`src/rtl/uart_rx_pkg.sv`:
```
// Shared UART definitions: FSM state encodings and frame-format defaults
// common to the receiver, transmitter and baud generator.
package uart_rx_pkg;

    localparam int unsigned OS_DEF      = 16;
    localparam int unsigned D_BIT_DEF   = 8;
    localparam int unsigned SB_TICK_DEF = 16;

    typedef enum logic [2:0] {
        ST_IDLE   = 3'd0,
        ST_START  = 3'd1,
        ST_DATA   = 3'd2,
        ST_PARITY = 3'd3,
        ST_STOP   = 3'd4,
        ST_BREAK  = 3'd5
    } state_t;

endpackage

```
`src/rtl/uart_rx_sync.sv`:
```
// Two-flop synchronizer for the asynchronous rx line; resets to the idle-high level.
module uart_rx_sync (
    input  logic clk,
    input  logic rst,
    input  logic d,
    output logic q
);

    logic meta;

    always_ff @(posedge clk or negedge rst) begin
        if (!rst) begin
            meta <= 1'b1;
            q    <= 1'b1;
        end else begin
            meta <= d;
            q    <= meta;
        end
    end

endmodule

```
`src/rtl/uart_rx.sv`:
```
// UART receive stage: oversampled start/data/parity/stop framing with
// LSB-first assembly, done strobe and framing/parity error flags.
module uart_rx
    import uart_rx_pkg::*;
#(
    parameter int unsigned D_BIT      = D_BIT_DEF,
    parameter int unsigned OS         = OS_DEF,
    parameter int unsigned SB_TICK    = SB_TICK_DEF,
    parameter int unsigned PARITY_EN  = 0,
    parameter int unsigned PARITY_ODD = 0
) (
    input  logic             clk,
    input  logic             rst,
    input  logic             s_tick,
    input  logic             rx,
    output logic [D_BIT-1:0] rx_dout,
    output logic             rx_done_tick,
    output logic             frame_err,
    output logic             parity_err,
    output logic             busy
);

    localparam int unsigned S_W = $clog2(2 * OS);
    localparam int unsigned N_W = $clog2(D_BIT);

    localparam logic [S_W-1:0] S_HALF = S_W'(OS / 2 - 1);
    localparam logic [S_W-1:0] S_LAST = S_W'(OS - 1);
    localparam logic [S_W-1:0] S_STOP = S_W'(SB_TICK - 1);
    localparam logic [N_W-1:0] N_LAST = N_W'(D_BIT - 1);

    logic             rx_s;
    state_t           state, state_n;
    logic [S_W-1:0]   s, s_n;
    logic [N_W-1:0]   n, n_n;
    logic [D_BIT-1:0] b, b_n;
    logic             par_bad, par_bad_n;
    logic [D_BIT-1:0] rx_dout_n;
    logic             rx_done_n, frame_err_n, parity_err_n;

    uart_rx_sync u_sync (
        .clk (clk),
        .rst (rst),
        .d   (rx),
        .q   (rx_s)
    );

    assign busy = (state != ST_IDLE);

    // State, counters and registered outputs
    always_ff @(posedge clk or negedge rst) begin
        if (!rst) begin
            state        <= ST_IDLE;
            s            <= '0;
            n            <= '0;
            b            <= '0;
            par_bad      <= 1'b0;
            rx_dout      <= '0;
            rx_done_tick <= 1'b0;
            frame_err    <= 1'b0;
            parity_err   <= 1'b0;
        end else begin
            state        <= state_n;
            s            <= s_n;
            n            <= n_n;
            b            <= b_n;
            par_bad      <= par_bad_n;
            rx_dout      <= rx_dout_n;
            rx_done_tick <= rx_done_n;
            frame_err    <= frame_err_n;
            parity_err   <= parity_err_n;
        end
    end

    // Next-state and output logic; counters only move on s_tick
    always_comb begin
        state_n      = state;
        s_n          = s;
        n_n          = n;
        b_n          = b;
        par_bad_n    = par_bad;
        rx_dout_n    = rx_dout;
        rx_done_n    = 1'b0;
        frame_err_n  = frame_err;
        parity_err_n = parity_err;

        case (state)
            ST_IDLE: begin
                if (!rx_s) begin
                    state_n = ST_START;
                    s_n     = '0;
                end
            end
            ST_START: begin
                if (s_tick) begin
                    if (s == S_HALF) begin
                        if (!rx_s) begin
                            state_n = ST_DATA;
                            s_n     = '0;
                            n_n     = '0;
                        end else begin
                            state_n = ST_IDLE;
                        end
                    end else begin
                        s_n = s + S_W'(1);
                    end
                end
            end
            ST_DATA: begin
                if (s_tick) begin
                    if (s == S_LAST) begin
                        b_n = {rx_s, b[D_BIT-1:1]};
                        s_n = '0;
                        if (n == N_LAST) begin
                            state_n = (PARITY_EN != 0) ? ST_PARITY : ST_STOP;
                        end else begin
                            n_n = n + N_W'(1);
                        end
                    end else begin
                        s_n = s + S_W'(1);
                    end
                end
            end
            ST_PARITY: begin
                if (s_tick) begin
                    if (s == S_LAST) begin
                        par_bad_n = rx_s ^ (^b) ^ (PARITY_ODD != 0);
                        state_n   = ST_STOP;
                        s_n       = '0;
                    end else begin
                        s_n = s + S_W'(1);
                    end
                end
            end
            ST_STOP: begin
                if (s_tick) begin
                    if (s == S_STOP) begin
                        rx_dout_n    = b;
                        rx_done_n    = 1'b1;
                        frame_err_n  = ~rx_s;
                        parity_err_n = par_bad;
                        state_n      = rx_s ? ST_IDLE : ST_BREAK;
                    end else begin
                        s_n = s + S_W'(1);
                    end
                end
            end
            ST_BREAK: begin
                // A line held low must return high before a new start is accepted
                if (rx_s) begin
                    state_n = ST_IDLE;
                end
            end
            default: begin
                state_n = ST_IDLE;
            end
        endcase
    end

endmodule

```
`config.mk`:
```
export PLATFORM = sky130hd
export DESIGN_NAME = uart_rx
export DESIGN_NICKNAME = d
export VERILOG_FILES = /design/src/rtl/uart_rx_pkg.sv /design/src/rtl/uart_rx_sync.sv /design/src/rtl/uart_rx.sv
export SDC_FILE = /design/constraint.sdc
export NUM_CORES = 1
export LEC_CHECK = 0
export ABC_AREA = 1
export CORE_UTILIZATION = 39
export CTS_CLUSTER_DIAMETER = 80
export DETAILED_ROUTE_END_ITERATION = 8
export HOLD_SLACK_MARGIN = 0.05
export PLACE_DENSITY = 0.55
export SYNTH_ARGS = -nofsm -noshare
export SYNTH_HDL_FRONTEND = slang
export SYNTH_SLANG_ARGS = --single-unit
```
`constraint.sdc`:
```
create_clock -name clk -period 1.9 [get_ports clk]
set_clock_uncertainty 0.05 [all_clocks]
set_input_delay 0.19 -clock clk [delete_from_list [all_inputs] [get_ports clk]]
set_output_delay 0.19 -clock clk [all_outputs]
set_load 0.005 [all_outputs]
```
Word level (Yosys, flattened, before mapping)
Cells that the tools add are included.
Cells by class
  eq/ne operators: 23
  bitwise operators: 2
  mux-type cells: 32
  reductions and logical operators: 12
  add/sub/neg operators: 2
Operator list (count)
  3-bit two-way mux: 18
  5-bit two-way mux: 7
  2-bit != test, second input constant: 13
  5-bit one-hot mux with 4 select lines: 1
  3-bit one-hot mux with 6 select lines: 1
  11-bit AND reduction: 1
  3-bit equality test, second input constant: 3
  3-bit AND reduction: 3
  8-bit XOR reduction: 1
  7-bit AND reduction: 1
  3-bit by 2-bit equality test with 1-bit output, second input constant: 2
  3-bit one-hot mux with 2 select lines: 1
  5-bit by 1-bit adder with 5-bit output, second input constant: 1
  5-bit by 3-bit equality test with 1-bit output, second input constant: 1
  5-bit by 4-bit equality test with 1-bit output, second input constant: 1
  5-bit AND reduction: 1
  2-bit by 1-bit != test with 1-bit output, second input constant: 2
  4-bit nonzero test: 1
  3-bit by 1-bit adder with 3-bit output, second input constant: 1
  3-bit by 1-bit equality test with 1-bit output, second input constant: 1
  3-bit zero test: 1
  1-bit two-way mux: 3
  3-bit nonzero test: 1
  2-bit two-way mux: 1
  4 further kinds: 4
Word-level totals
  input port bits: 4
  register bits after elaboration: 33

Longest topological paths before layout
Gate-level depths: netlist of run 1.
  word-level depth: 5
  gate-level depth with buffers: 11

Modules after synthesis
From an unflattened synthesis of run 1, not the netlist that was laid out.
Second synthesis, totals
  cells, all modules: 255
  area, all modules: 1908.1 µm²
Modules (own cells, without submodules)
  uart_rx: area an instance 1855.5 µm², seq. area each 775.7 µm², cells each 253, times used 1
  uart_rx_sync: area an instance 52.6 µm², seq. area each 52.6 µm², cells each 2, times used 1

Worst setup path before layout of run 1
No wires, ideal clock.
  path type: register to register
  from: register s[0]
  to: register b[7]
  data arrival time: 1.542 ns
  stages on the path, launching flop included: 10
  path buffers: 1
  data required time: 1.720 ns
  slack: 0.178 ns
  cell sequence: dfrtp_1 > ha_1 > nand2_1 > nor2_1 > ha_1 > nand2_1 > inv_1 > nand2_2 > buf_2 > o21ai_0
Between the ends
  longest elaborated chain between the ends: 2
RTL lines
  start: declaration: RTL line uart_rx.sv:33  | logic [S_W-1:0] s, s_n;
  start signal: assignment: RTL line uart_rx.sv:63  | s <= s_n;
  5-bit by 4-bit equality test with 1-bit output: RTL line uart_rx.sv:110  | if (s == S_LAST) begin
  3-bit AND reduction (no source line)
  end signal: assignment: RTL line uart_rx.sv:65  | b <= b_n;
  end: declaration: RTL line uart_rx.sv:35  | logic [D_BIT-1:0] b, b_n;
No other way between the ends.
A chain may end at the register's enable or synchronous reset.

Final worst setup path of run 1
  from: register state[1]
  to: output busy
Between the ends
  longest elaborated chain between the ends: 1
RTL lines
  start: declaration: RTL line uart_rx.sv:32  | state_t state, state_n;
  start signal: assignment: RTL line uart_rx.sv:62  | state <= state_n;
  3-bit nonzero test: RTL line uart_rx.sv:47  | assign busy = (state != ST_IDLE);
  end: declaration: RTL line uart_rx.sv:20  | output logic busy
No other way between the ends.

==> results of run 1 <==
worst min path at each step:
stage	slack, ps	to	depth (start not counted)	startpoint
6_report	260	rx_dout[1]$_DFFE_PN0P_	2	rst
5_1_grt	260	u_sync.meta$_DFF_PN1_	1	rx
4_1_cts	250	u_sync.meta$_DFF_PN1_	1	rx
3_5_place_dp	300	u_sync.q$_DFF_PN1_	0	u_sync.meta$_DFF_PN1_
3_3_place_gp	300	u_sync.q$_DFF_PN1_	0	u_sync.meta$_DFF_PN1_
2_1_floorplan	-160	b[0]$_DFFE_PN0P_	0	rst
cell type report:
class	instances	area (µm²)	share of cell area [%]
clock buffers	6	72.57	3.388
flip-flops and latches	33	828.3	38.67
well taps	52	65.06	3.037
inverters	28	107.6	5.023
multi-input cells	176	885.9	41.36
clock inverters	2	10.01	0.4673
repair buffers	18	172.7	8.061
cells in the mapped netlist:
library cell	n
sky130_fd_sc_hd__a21oi_1	2
sky130_fd_sc_hd__buf_2	1
sky130_fd_sc_hd__buf_6	1
sky130_fd_sc_hd__dfrtp_1	31
sky130_fd_sc_hd__dfstp_2	2
sky130_fd_sc_hd__ha_1	6
sky130_fd_sc_hd__inv_1	22
sky130_fd_sc_hd__inv_2	6
sky130_fd_sc_hd__nand2_1	97
sky130_fd_sc_hd__nand2_2	5
sky130_fd_sc_hd__nand3_1	14
sky130_fd_sc_hd__nand3_2	3
sky130_fd_sc_hd__nand3b_1	1
sky130_fd_sc_hd__nor2_1	10
sky130_fd_sc_hd__nor2_2	2
sky130_fd_sc_hd__nor2_4	3
sky130_fd_sc_hd__nor3_4	1
sky130_fd_sc_hd__o211ai_1	1
sky130_fd_sc_hd__o21ai_0	11
sky130_fd_sc_hd__o21ai_1	15
sky130_fd_sc_hd__o21ai_2	1
sky130_fd_sc_hd__or2_0	1
sky130_fd_sc_hd__or2_2	1
sky130_fd_sc_hd__or2_4	1
sky130_fd_sc_hd__xor2_1	1
per-layer routing:
metal	GRT usage [%]	wire [µm]	up-vias
met5	0	0	-
met4	4.667	36	0
met3	3.896	104	4
met2	25.85	1531	23
met1	20.39	1825	649
li1	-	-	797
power breakdown:
part,switching [mW],internal (mW)
registers,0.0570,0.752
logic,0.376,0.198
clock network,0.252,0.254
sequential cells by signal (all words and copies together), names as in the netlist:
register	count
b	8
rx_dout	8
s	5
n	3
state	3
frame_err	1
par_bad	1
parity_err	1
rx_done_tick	1
u_sync.meta	1
u_sync.q	1
cell families after synthesis:
| kind of cell | count (synthesis) | synth area share [%] |
|---|---|---|
| xor+xnor | 1 | 0.4828 |
| fa+ha+maj | 6 | 4.138 |
| compound gates | 30 | 8.621 |
| flops | 33 | 45.65 |
| buf+inv | 30 | 6.689 |
| simple gates | 139 | 34.41 |
through the flow:
stage / instances / util [%] / total power [mW] / hold WS [ps]
after floorplan: 239 / - / 1.225 / -155.6
after CTS: 315 / 47.99 / 1.890 / 253.9
after global placement: 307 / 46.12 / 1.376 / 295.8
final: 315 / 48.53 / 1.889 / 262.5
after detailed placement: 307 / 46.12 / 1.374 / 297.3
after global routing: 315 / 48.53 / 2.026 / 262.2
repair_timing:
item | in CTS | in global routing
setup endpoints to repair | 0 | 22
resized for setup | 0 | 9
endpoints found under the hold margin | 0 | 0
critical path, stage by stage (launching register included):
cell,delay (ps)
sky130_fd_sc_hd__dfrtp_1,420
sky130_fd_sc_hd__inv_2,120
sky130_fd_sc_hd__nand2_1,100
sky130_fd_sc_hd__nor2_2,110
sky130_fd_sc_hd__inv_1,60
sky130_fd_sc_hd__clkdlybuf4s50_1,440
==> reports/summary.txt, run 1 <==
TritonCTS clock tree: done
largest area contributor in the netlist: sky130_fd_sc_hd__dfrtp_1
# Max-Cap Violations: 0
transition time at the pin with the least slew margin: 423.8 ps
flop and latch count out of synthesis: 33
number of DRC markers in iteration 0: 75
HPWL after detailed placement: 2524 µm
Max-slew headroom: 71.75%
share of Yosys cell area claimed by the top area cell type: 42.76%
clock-pin slew of the registers on the worst-case setup and hold paths: 70 ps
nets in the synthesized netlist: 249
cell area after layout: 2142 µm²
count of final max-slew check failures: 0
Core Rows: 24
Hold WC Path Type: in -> async
setup repair after global routing missed its margin: false
number of port buffers: 15
ant diodes: 0
final count of hold timing violations: 0
critical path start-end classification: reg -> out
most common cell after layout, fill and taps aside: sky130_fd_sc_hd__nand2_1
final-stage net count: 272
Final Routed Wirelength: 3497 µm
cell count after synthesis: 239
fraction of the cycle the final worst path needs: 93.43%
antenna violations before repair: 0
leak pwr: 1.082 nW
Placed Instance Area: 2036 µm²
f_max: 563.3 MHz
total via count in the routed design: 1473
WL per Instance: 11.10 µm
maximum number of pins on one net before global-route repair: 34
reg-to-reg slack, setup: 150 ps
weighted congestion at the end of routability-driven global placement: 0.8408
per-cell via count in the routed design: 4.676
kind of end point of the critical path: output port
via count of the first global-routing pass: 1385
endpoint of the lowest-slack register-to-register path: s[4]$_DFFE_PN0P_
initial core utilization: 41.10%
most frequent cells in the layout: 97 x sky130_fd_sc_hd__nand2_1, 31 x sky130_fd_sc_hd__dfrtp_1, 22 x sky130_fd_sc_hd__inv_1
area of the core region: 4414 µm²
TritonCTS Sinks: 33
number of CTS-inserted buffers: 5
height of the chip: 70.21 µm
crit start category: flip-flop
buffers from clock root to sink, at most: 2
number of warnings reported in the yosys synthesis log: 0
total global routing track utilization: 15.70%
FILL cells: 423
clk_lat worst skew: 280 ps
Post-Synthesis Mean Instance Area: 7.591 µm²
count of unique library cells instantiated by Yosys: 25
crit path to: busy
wire length of the first global-routing pass: 6134 µm
number of buffers inserted to repair setup after CTS: 0
I/O Pins: 16
total power density per cell area: 882.1 nW/µm²
timing startpoint of the critical path: state[1]$_DFFE_PN0P_
final-report setup violation count: 0
post-layout minimum cycle time: 1775 ps
endpoint required time on the critical path: 1660 ps
number of buffers added to fix hold violations after cts: 0
final sum of negative setup slack: 0 ps
Die X-Extent: 70.21 µm
CTS H-tree lvls: 2
Place WS: 82.89 ps
smallest setup slack after layout: 124.9 ps
sequential element share of the synthesized area: 45.66%
antenna-violating nets left: 0
worst reg-to-reg path cell count: 10
largest fanout on the critical path: 5
Clock Tree Root: sky130_fd_sc_hd__clkbuf_8
Area Overhead vs Synth: 18.07%
outcome: complete, no violations
R2R Path Start: s[0]$_DFFE_PN0P_
First-pass DRT Iterations: 4
Synth area leaders: sky130_fd_sc_hd__dfrtp_1 43%, sky130_fd_sc_hd__nand2_1 20%, sky130_fd_sc_hd__inv_1 4.6%
layout cells sized above 1: 15.21%
total global routing overflow: 0
Cell Area, Synth: 1814 µm²
DRC: 0
Max IR drop VDD: 0.5235 mV
die footprint: 4929 µm²
Worst Path Arrival: 1540 ps
Note: power is estimated with default switching activity, not from simulation.
==> run 2, diff against run 1 <==
PLACE_DENSITY = 0.54   (was 0.55)
SYNTH_HIERARCHICAL = 1   (was not set)
==> reports/summary.txt, run 2 <==
# Max-Cap Violations: 0 (unchanged)
adder and majority gate portion of the synthesized area: 3.934% (was 4.138%)
number of CTS-inserted buffers: 5 (unchanged)
async set-reset flop share out of synthesis: 100.0% (unchanged)
final sum of negative setup slack: 0 ps (unchanged)
Place WS: 76.22 ps (was 82.89 ps)
TritonCTS Sinks: 33 (unchanged)
main combinational cell family by area after synthesis: simple AND/OR/NAND/NOR gates (unchanged)
First-pass DRT Iterations: 6 (was 4)
Area Overhead vs Synth: 20.92% (was 18.07%)
worst reg-to-reg path cell count: 11 (was 10)
initial core utilization: 40.40% (was 41.10%)
TritonCTS clock tree: done (unchanged)
final-stage net count: 287 (was 272)
synthesized-area fraction occupied by ao, oa, aoi and oai cells: 10.16% (was 8.621%)
area fraction in and, or, nand and nor cells after synthesis: 33.97% (was 34.41%)
area of the core region: 4723 µm² (was 4414 µm²)
most frequent cells in the layout: 94 x sky130_fd_sc_hd__nand2_1, 31 x sky130_fd_sc_hd__dfrtp_1, 25 x sky130_fd_sc_hd__inv_1 (was 97 x sky130_fd_sc_hd__nand2_1, 31 x sky130_fd_sc_hd__dfrtp_1, 22 x sky130_fd_sc_hd__inv_1)
Clock Tree Root: sky130_fd_sc_hd__clkbuf_8 (unchanged)
final count of hold timing violations: 0 (unchanged)
per-cell via count in the routed design: 4.693 (was 4.676)
multi-input gate area in the final layout: 953.4 µm² (was 885.9 µm²)
final-report setup violation count: 0 (unchanged)
maximum number of pins on one net before global-route repair: 34 (unchanged)
Cell Area, Synth: 1908 µm² (was 1814 µm²)
count of final max-slew check failures: 0 (unchanged)
number of enable-type register cells in the synthesized netlist: 0 (unchanged)
total power density per cell area: 1219 nW/µm² (was 882.1 nW/µm²)
outcome: complete, no violations (unchanged)
smallest setup slack after layout: 159.3 ps (was 124.9 ps)
Synth area leaders: sky130_fd_sc_hd__dfrtp_1 41%, sky130_fd_sc_hd__nand2_1 18%, sky130_fd_sc_hd__inv_1 4.9% (was sky130_fd_sc_hd__dfrtp_1 43%, sky130_fd_sc_hd__nand2_1 20%, sky130_fd_sc_hd__inv_1 4.6%)
Core Rows: 25 (was 24)
leak pwr: 1.137 nW (was 1.082 nW)
layout cells sized above 1: 16.19% (was 15.21%)
overall power after layout: 2.813 mW (was 1.889 mW)
weighted congestion at the end of routability-driven global placement: 0.8278 (was 0.8408)
Hold WC Path Type: in -> async (unchanged)
internal power consumption: 1.687 mW (was 1.204 mW)
most instantiated library cell after synthesis: sky130_fd_sc_hd__nand2_1 (unchanged)
Worst Path Arrival: 1870 ps (was 1540 ps)
antenna-violating nets left: 0 (unchanged)
fraction of the cycle the final worst path needs: 91.62% (was 93.43%)
FILL cells: 490 (was 423)
post-layout minimum cycle time: 1741 ps (was 1775 ps)
total global routing overflow: 0 (unchanged)
I/O Pins: 16 (unchanged)
CTS H-tree lvls: 2 (unchanged)
number of port buffers: 15 (unchanged)
ant diodes: 0 (unchanged)
FF/Latch Area: 828.3 µm² (unchanged)
WL per Instance: 11.18 µm (was 11.10 µm)
largest registers: b: 8 flops, rx_dout: 8 flops, s: 5 flops (unchanged)
total global routing track utilization: 17.24% (was 15.70%)
top cell types by occurrence after synthesis: 94 x sky130_fd_sc_hd__nand2_1, 31 x sky130_fd_sc_hd__dfrtp_1, 25 x sky130_fd_sc_hd__inv_1 (was 97 x sky130_fd_sc_hd__nand2_1, 31 x sky130_fd_sc_hd__dfrtp_1, 22 x sky130_fd_sc_hd__inv_1)
endpoint required time on the critical path: 2020 ps (was 1660 ps)
clock network power share: 28.6% (was 26.8%)
critical path start-end classification: reg -> reg (was reg -> out)
number of warnings reported in the yosys synthesis log: 6 (was 0)
count of unique library cells instantiated by Yosys: 27 (was 25)
Die X-Extent: 71.95 µm (was 70.21 µm)
primary flip-flop cell chosen by synthesis mapping: sky130_fd_sc_hd__dfrtp_1 (unchanged)
antenna violations before repair: 0 (unchanged)
largest fanout on the critical path: 4 (was 5)
sequential element share of the synthesized area: 43.41% (was 45.66%)
nets in the synthesized netlist: 265 (was 249)
wire length of the first global-routing pass: 6913 µm (was 6134 µm)
Max-slew headroom: 71.84% (was 71.75%)
worst hold slack after final layout: 250.2 ps (was 262.5 ps)
Max IR drop VDD: 0.6929 mV (was 0.5235 mV)
height of the chip: 71.95 µm (was 70.21 µm)
die footprint: 5176 µm² (was 4929 µm²)
net switching power of the design: 1.125 mW (was 685.4 µW)
Final Routed Wirelength: 3856 µm (was 3497 µm)
post-layout util: 48.85% (was 48.53%)
share of Yosys cell area claimed by the top area cell type: 40.66% (was 42.76%)
transition time at the pin with the least slew margin: 422.3 ps (was 423.8 ps)
logic gate share of total power: 40.4% (was 30.4%)
flop and latch count out of synthesis: 33 (unchanged)
mux share of post-synthesis cell area: 0% (unchanged)
buffers from clock root to sink, at most: 2 (unchanged)
number of buffers inserted to repair setup after CTS: 0 (unchanged)
DRC: 0 (unchanged)
synthesized-area fraction occupied by xor and xnor cells: 0.4590% (was 0.4828%)
via count of the first global-routing pass: 1509 (was 1385)
total via count in the routed design: 1619 (was 1473)
most common cell after layout, fill and taps aside: sky130_fd_sc_hd__nand2_1 (unchanged)
sequential cell fraction of total power: 31.0% (was 42.8%)
clk_lat worst skew: 290 ps (was 280 ps)
number of DRC markers in iteration 0: 63 (was 75)
HPWL after detailed placement: 2769 µm (was 2524 µm)
Post-Synthesis Mean Instance Area: 7.483 µm² (was 7.591 µm²)
largest area contributor in the netlist: sky130_fd_sc_hd__dfrtp_1 (unchanged)
clock-pin slew of the registers on the worst-case setup and hold paths: 80 ps (was 70 ps)
crit start category: flip-flop (unchanged)
kind of end point of the critical path: flip-flop (was output port)
switching power as a share of total power: 40.01% (was 36.28%)
f_max: 574.5 MHz (was 563.3 MHz)
cell count after synthesis: 255 (was 239)
## run 2: cell count changes after synthesis, sizes merged, moves of 2 or more
cell    before  now
inv         28   31
nand3       17   20
or2          3    0
clkinv       0    2
nand4        0    2
nor2        15   17
o211ai       1    3
o21ai       27   29
## run 2: power by group through the flow
stage               combinational, mW  clock, mW  sequential [mW]
detailed placement               1.14          0            0.883
global placement                 1.14          0            0.881
finish                           1.14      0.804            0.872
floorplan                       0.876          0            0.870
CTS                              1.15      0.821            0.869
global route                     1.31      0.840            0.881
## run 2: timing repair
action,in CTS,in global routing
hold buffers,0,0
hold endpoints to repair,0,0
resized for setup,0,9
endpoints found under the setup margin,0,25
## run 2: layout make-up
class / instances / share of cell area [%]
Clock inverter: 3 / 2.820
Multi-Input combinational cell: 186 / 41.32
Sequential cell: 33 / 35.90
Clock buffer: 5 / 2.983
Tap cell: 67 / 3.633
Inverter: 33 / 5.857
Timing Repair Buffer: 18 / 7.484
## run 2: cells by family after synthesis
group	after synthesis
AND/OR/NAND/NOR	143
buffers and inverters	36
flip-flops	33
AO/OA/AOI/OAI	36
XOR/XNOR	1
adder cells (fa/ha/maj)	6
## run 2: critical path, cell delays in order, from the launching register on
cell and delay (ps):
sky130_fd_sc_hd__dfrtp_1 410, sky130_fd_sc_hd__ha_2 210, sky130_fd_sc_hd__nand2_2 80, sky130_fd_sc_hd__nor2_4 140, sky130_fd_sc_hd__ha_4 160, sky130_fd_sc_hd__nand2_1 70, sky130_fd_sc_hd__nand2_1 70, sky130_fd_sc_hd__o21ai_1 70
sky130_fd_sc_hd__nor2_2 180, sky130_fd_sc_hd__nand2_2 80, sky130_fd_sc_hd__nand2_1 60, sky130_fd_sc_hd__nand2_1 50
## run 2: per-stage QoR
| stage | instance area (µm²) | std cells |
|---|---|---|
| 2_1_floorplan | 1908 | 255 |
| 3_3_place_gp | 2143 | 337 |
| 3_5_place_dp | 2143 | 337 |
| 4_1_cts | 2277 | 345 |
| 5_1_grt | 2307 | 345 |
| 6_report | 2307 | 345 |
## run 2: metal layers
layer	track usage (%)	routed length (µm)	vias up
li1	-	-	855
met5	0	0	-
met4	6.100	74	0
met2	26.73	1613	23
met3	4.306	111	8
met1	23.55	2058	733
## run 2: final timing paths
kind | start | endpoint | slack [ps]
min in group clk | rx | u_sync/meta$_DFF_PN1_ | 260
max | s[1]$_DFFE_PN0P_ | state[0]$_DFFE_PN0P_ | 160
max in group asynchronous | rst | u_sync/q$_DFF_PN1_ | 1200
max reg2reg | s[1]$_DFFE_PN0P_ | state[0]$_DFFE_PN0P_ | 160
min | rst | s[2]$_DFFE_PN0P_ | 250
min reg2reg | u_sync/meta$_DFF_PN1_ | u_sync/q$_DFF_PN1_ | 310
==> run 3, diff against run 2 <==
PLACE_DENSITY = 0.55   (was 0.54)
RECOVER_POWER = 100   (was not set)
SLEW_MARGIN = 20   (was not set)
==> reports/summary.txt, run 3 (synthesis gave the netlist of run 2 again) <==
outcome: complete, no violations (unchanged)
post-layout util: 47.68% (was 48.85%)
total power density per cell area: 1124 nW/µm² (was 1219 nW/µm²)
Max-slew headroom: 45.07% (was 71.84%)
final-report setup violation count: 0 (unchanged)
per-cell via count in the routed design: 4.580 (was 4.693)
antenna violations before repair: 0 (unchanged)
DRC: 0 (unchanged)
wire length of the first global-routing pass: 6603 µm (was 6913 µm)
post-CTS sizing: 0 (unchanged)
Final Routed Wirelength: 3620 µm (was 3856 µm)
HPWL after detailed placement: 2626 µm (was 2769 µm)
total global routing track utilization: 16.60% (was 17.24%)
final sum of negative setup slack: 0 ps (unchanged)
number of port buffers: 15 (unchanged)
crit start category: flip-flop (unchanged)
weighted congestion at the end of routability-driven global placement: 0.8054 (was 0.8278)
endpoint required time on the critical path: 2020 ps (about the same)
Hold WC Path Type: reg -> reg (was in -> async)
buffers from clock root to sink, at most: 2 (unchanged)
leak pwr: 1.161 nW (was 1.137 nW)
CTS H-tree lvls: 2 (unchanged)
Worst Path Arrival: 1850 ps (was 1870 ps)
height of the chip: 71.95 µm (unchanged)
largest fanout on the critical path: 6 (was 4)
number of CTS-inserted buffers: 5 (unchanged)
TritonCTS Sinks: 33 (unchanged)
total global routing overflow: 0 (unchanged)
kind of end point of the critical path: flip-flop (unchanged)
fraction of the cycle the final worst path needs: 90.91% (was 91.62%)
Area Overhead vs Synth: 18.03% (was 20.92%)
die footprint: 5176 µm² (unchanged)
I/O Pins: 16 (unchanged)
f_max: 578.9 MHz (was 574.5 MHz)
overall power after layout: 2.531 mW (was 2.813 mW)
Clock Tree Root: sky130_fd_sc_hd__clkbuf_8 (unchanged)
final-stage net count: 287 (unchanged)
TritonCTS clock tree: done (unchanged)
count of final max-slew check failures: 0 (unchanged)
First-pass DRT Iterations: 4 (was 6)
clk_lat worst skew: 280 ps (was 290 ps)
Placed Cells: 337 (unchanged)
final count of hold timing violations: 0 (unchanged)
Placed Instance Area: 2143 µm² (unchanged)
antenna-violating nets left: 0 (unchanged)
ant diodes: 0 (unchanged)
number of DRC markers in iteration 0: 120 (was 63)
filler-free cell count of the finished design: 345 (unchanged)
cell repeated most along the worst path: sky130_fd_sc_hd__nand2_2 (was sky130_fd_sc_hd__nand2_1)
largest registers: b: 8 flops, rx_dout: 8 flops, s: 5 flops (unchanged)
via count of the first global-routing pass: 1483 (was 1509)
number of buffers added to fix hold violations after cts: 0 (unchanged)
slowest cell delay on critical path: 390 ps (was 410 ps)
post-layout minimum cycle time: 1727 ps (was 1741 ps)
transition time at the pin with the least slew margin: 824.0 ps (was 422.3 ps)
# Max-Cap Violations: 0 (unchanged)
clock-pin slew of the registers on the worst-case setup and hold paths: 70 ps (was 80 ps)
WL per Instance: 10.49 µm (was 11.18 µm)
total via count in the routed design: 1580 (was 1619)
area of the core region: 4723 µm² (unchanged)
Core Rows: 25 (unchanged)
setup repair after global routing missed its margin: false
maximum number of pins on one net before global-route repair: 34 (unchanged)
Max IR drop VDD: 0.5803 mV (was 0.6929 mV)
most frequent cells in the layout: 94 x sky130_fd_sc_hd__nand2_1, 31 x sky130_fd_sc_hd__dfrtp_1, 26 x sky130_fd_sc_hd__inv_1 (was 94 x sky130_fd_sc_hd__nand2_1, 31 x sky130_fd_sc_hd__dfrtp_1, 25 x sky130_fd_sc_hd__inv_1)
Critical-path top delay cell: sky130_fd_sc_hd__dfrtp_1 (unchanged)
initial core utilization: 40.40% (unchanged)
cell area after layout: 2252 µm² (was 2307 µm²)
layout cells sized above 1: 14.39% (was 16.19%)
number of buffers inserted to repair setup after CTS: 0 (unchanged)
most common cell after layout, fill and taps aside: sky130_fd_sc_hd__nand2_1 (unchanged)
Die X-Extent: 71.95 µm (unchanged)
critical path start-end classification: reg -> reg (unchanged)
critical-path cell list: ha_1 > nand2_2 > inv_1 > nand3_1 > nand2_2 > nand3_4 > inv_4 > nand2_2 > nand2_1 > nand2_1 (was ha_2 > nand2_2 > nor2_4 > ha_4 > nand2_1 > nand2_1 > o21ai_1 > nor2_2 > nand2_2 > nand2_1 > nand2_1)
==> run 3: cell types whose count changed in the layout (fill, tap and decap cells not counted), moves of 2 or more <==
cell / change
sky130_fd_sc_hd__o21ai_0: +4
sky130_fd_sc_hd__clkdlybuf4s50_1: -13
sky130_fd_sc_hd__dlygate4sd3_1: +13
sky130_fd_sc_hd__clkinv_2: -2
sky130_fd_sc_hd__bufinv_16: -2
sky130_fd_sc_hd__o21ai_1: -4
sky130_fd_sc_hd__clkbuf_1: +2
==> run 3: per-layer routing <==
| layer | part of all wire [%] | track usage (%) | up-vias | wire length (µm) |
|---|---|---|---|---|
| met4 | 1.5 | 7.843 | 0 | 53 |
| met5 | 0 | 0 | - | 0 |
| met3 | 2.8 | 4.306 | 6 | 100 |
| met2 | 42 | 23.48 | 29 | 1508 |
| li1 | - | - | 852 | - |
| met1 | 54 | 23.67 | 693 | 1957 |
==> run 3: final cells by class <==
type,count,area (µm²)
clock buffer,8,90.09
fill,454,2471
inverter,33,133.9
multi-input combinational,186,945.9
sequential,33,828.3
tap,67,83.83
timing repair buffer,18,170.2
==> run 3: worst paths after layout <==
path,startpoint,to,slack (ps),depth (start not counted)
max reg2reg,s[1]$_DFFE_PN0P_,state[1]$_DFFE_PN0P_,170,10
min in group asynchronous,rst,rx_dout[2]$_DFFE_PN0P_,480,2
min reg2reg,u_sync/meta$_DFF_PN1_,u_sync/q$_DFF_PN1_,310,0
max,s[1]$_DFFE_PN0P_,state[1]$_DFFE_PN0P_,170,10
min,u_sync/meta$_DFF_PN1_,u_sync/q$_DFF_PN1_,310,0
max in group asynchronous,rst,b[6]$_DFFE_PN0P_,790,2
==> run 3: worst max-delay path, delay by kind of cell, from the launching register on <==
| family | cells | cell delay, ps |
|---|---|---|
| adders and majority gates | 1 | 190 |
| buffers and inverters | 2 | 220 |
| DFF | 1 | 390 |
| and+or+nand+nor | 7 | 760 |
==> run 3: report_power, final <==
part | total, mW | switching, mW | internal (mW)
logic | 1.12 | 0.738 | 0.380
registers | 0.867 | 0.0845 | 0.783
clock network | 0.546 | 0.250 | 0.295
total | 2.53 | 1.07 | 1.46
==> run 3: per-stage QoR <==
| step | hold WS [ps] | setup WS, ps |
|---|---|---|
| 2_1_floorplan | -155.6 | 187.6 |
| 3_3_place_gp | 295.8 | 115.4 |
| 3_5_place_dp | 297.2 | 91.52 |
| 4_1_cts | 252.4 | 65.24 |
| 5_1_grt | 310.3 | 8.456 |
| 6_report | 305.7 | 172.6 |
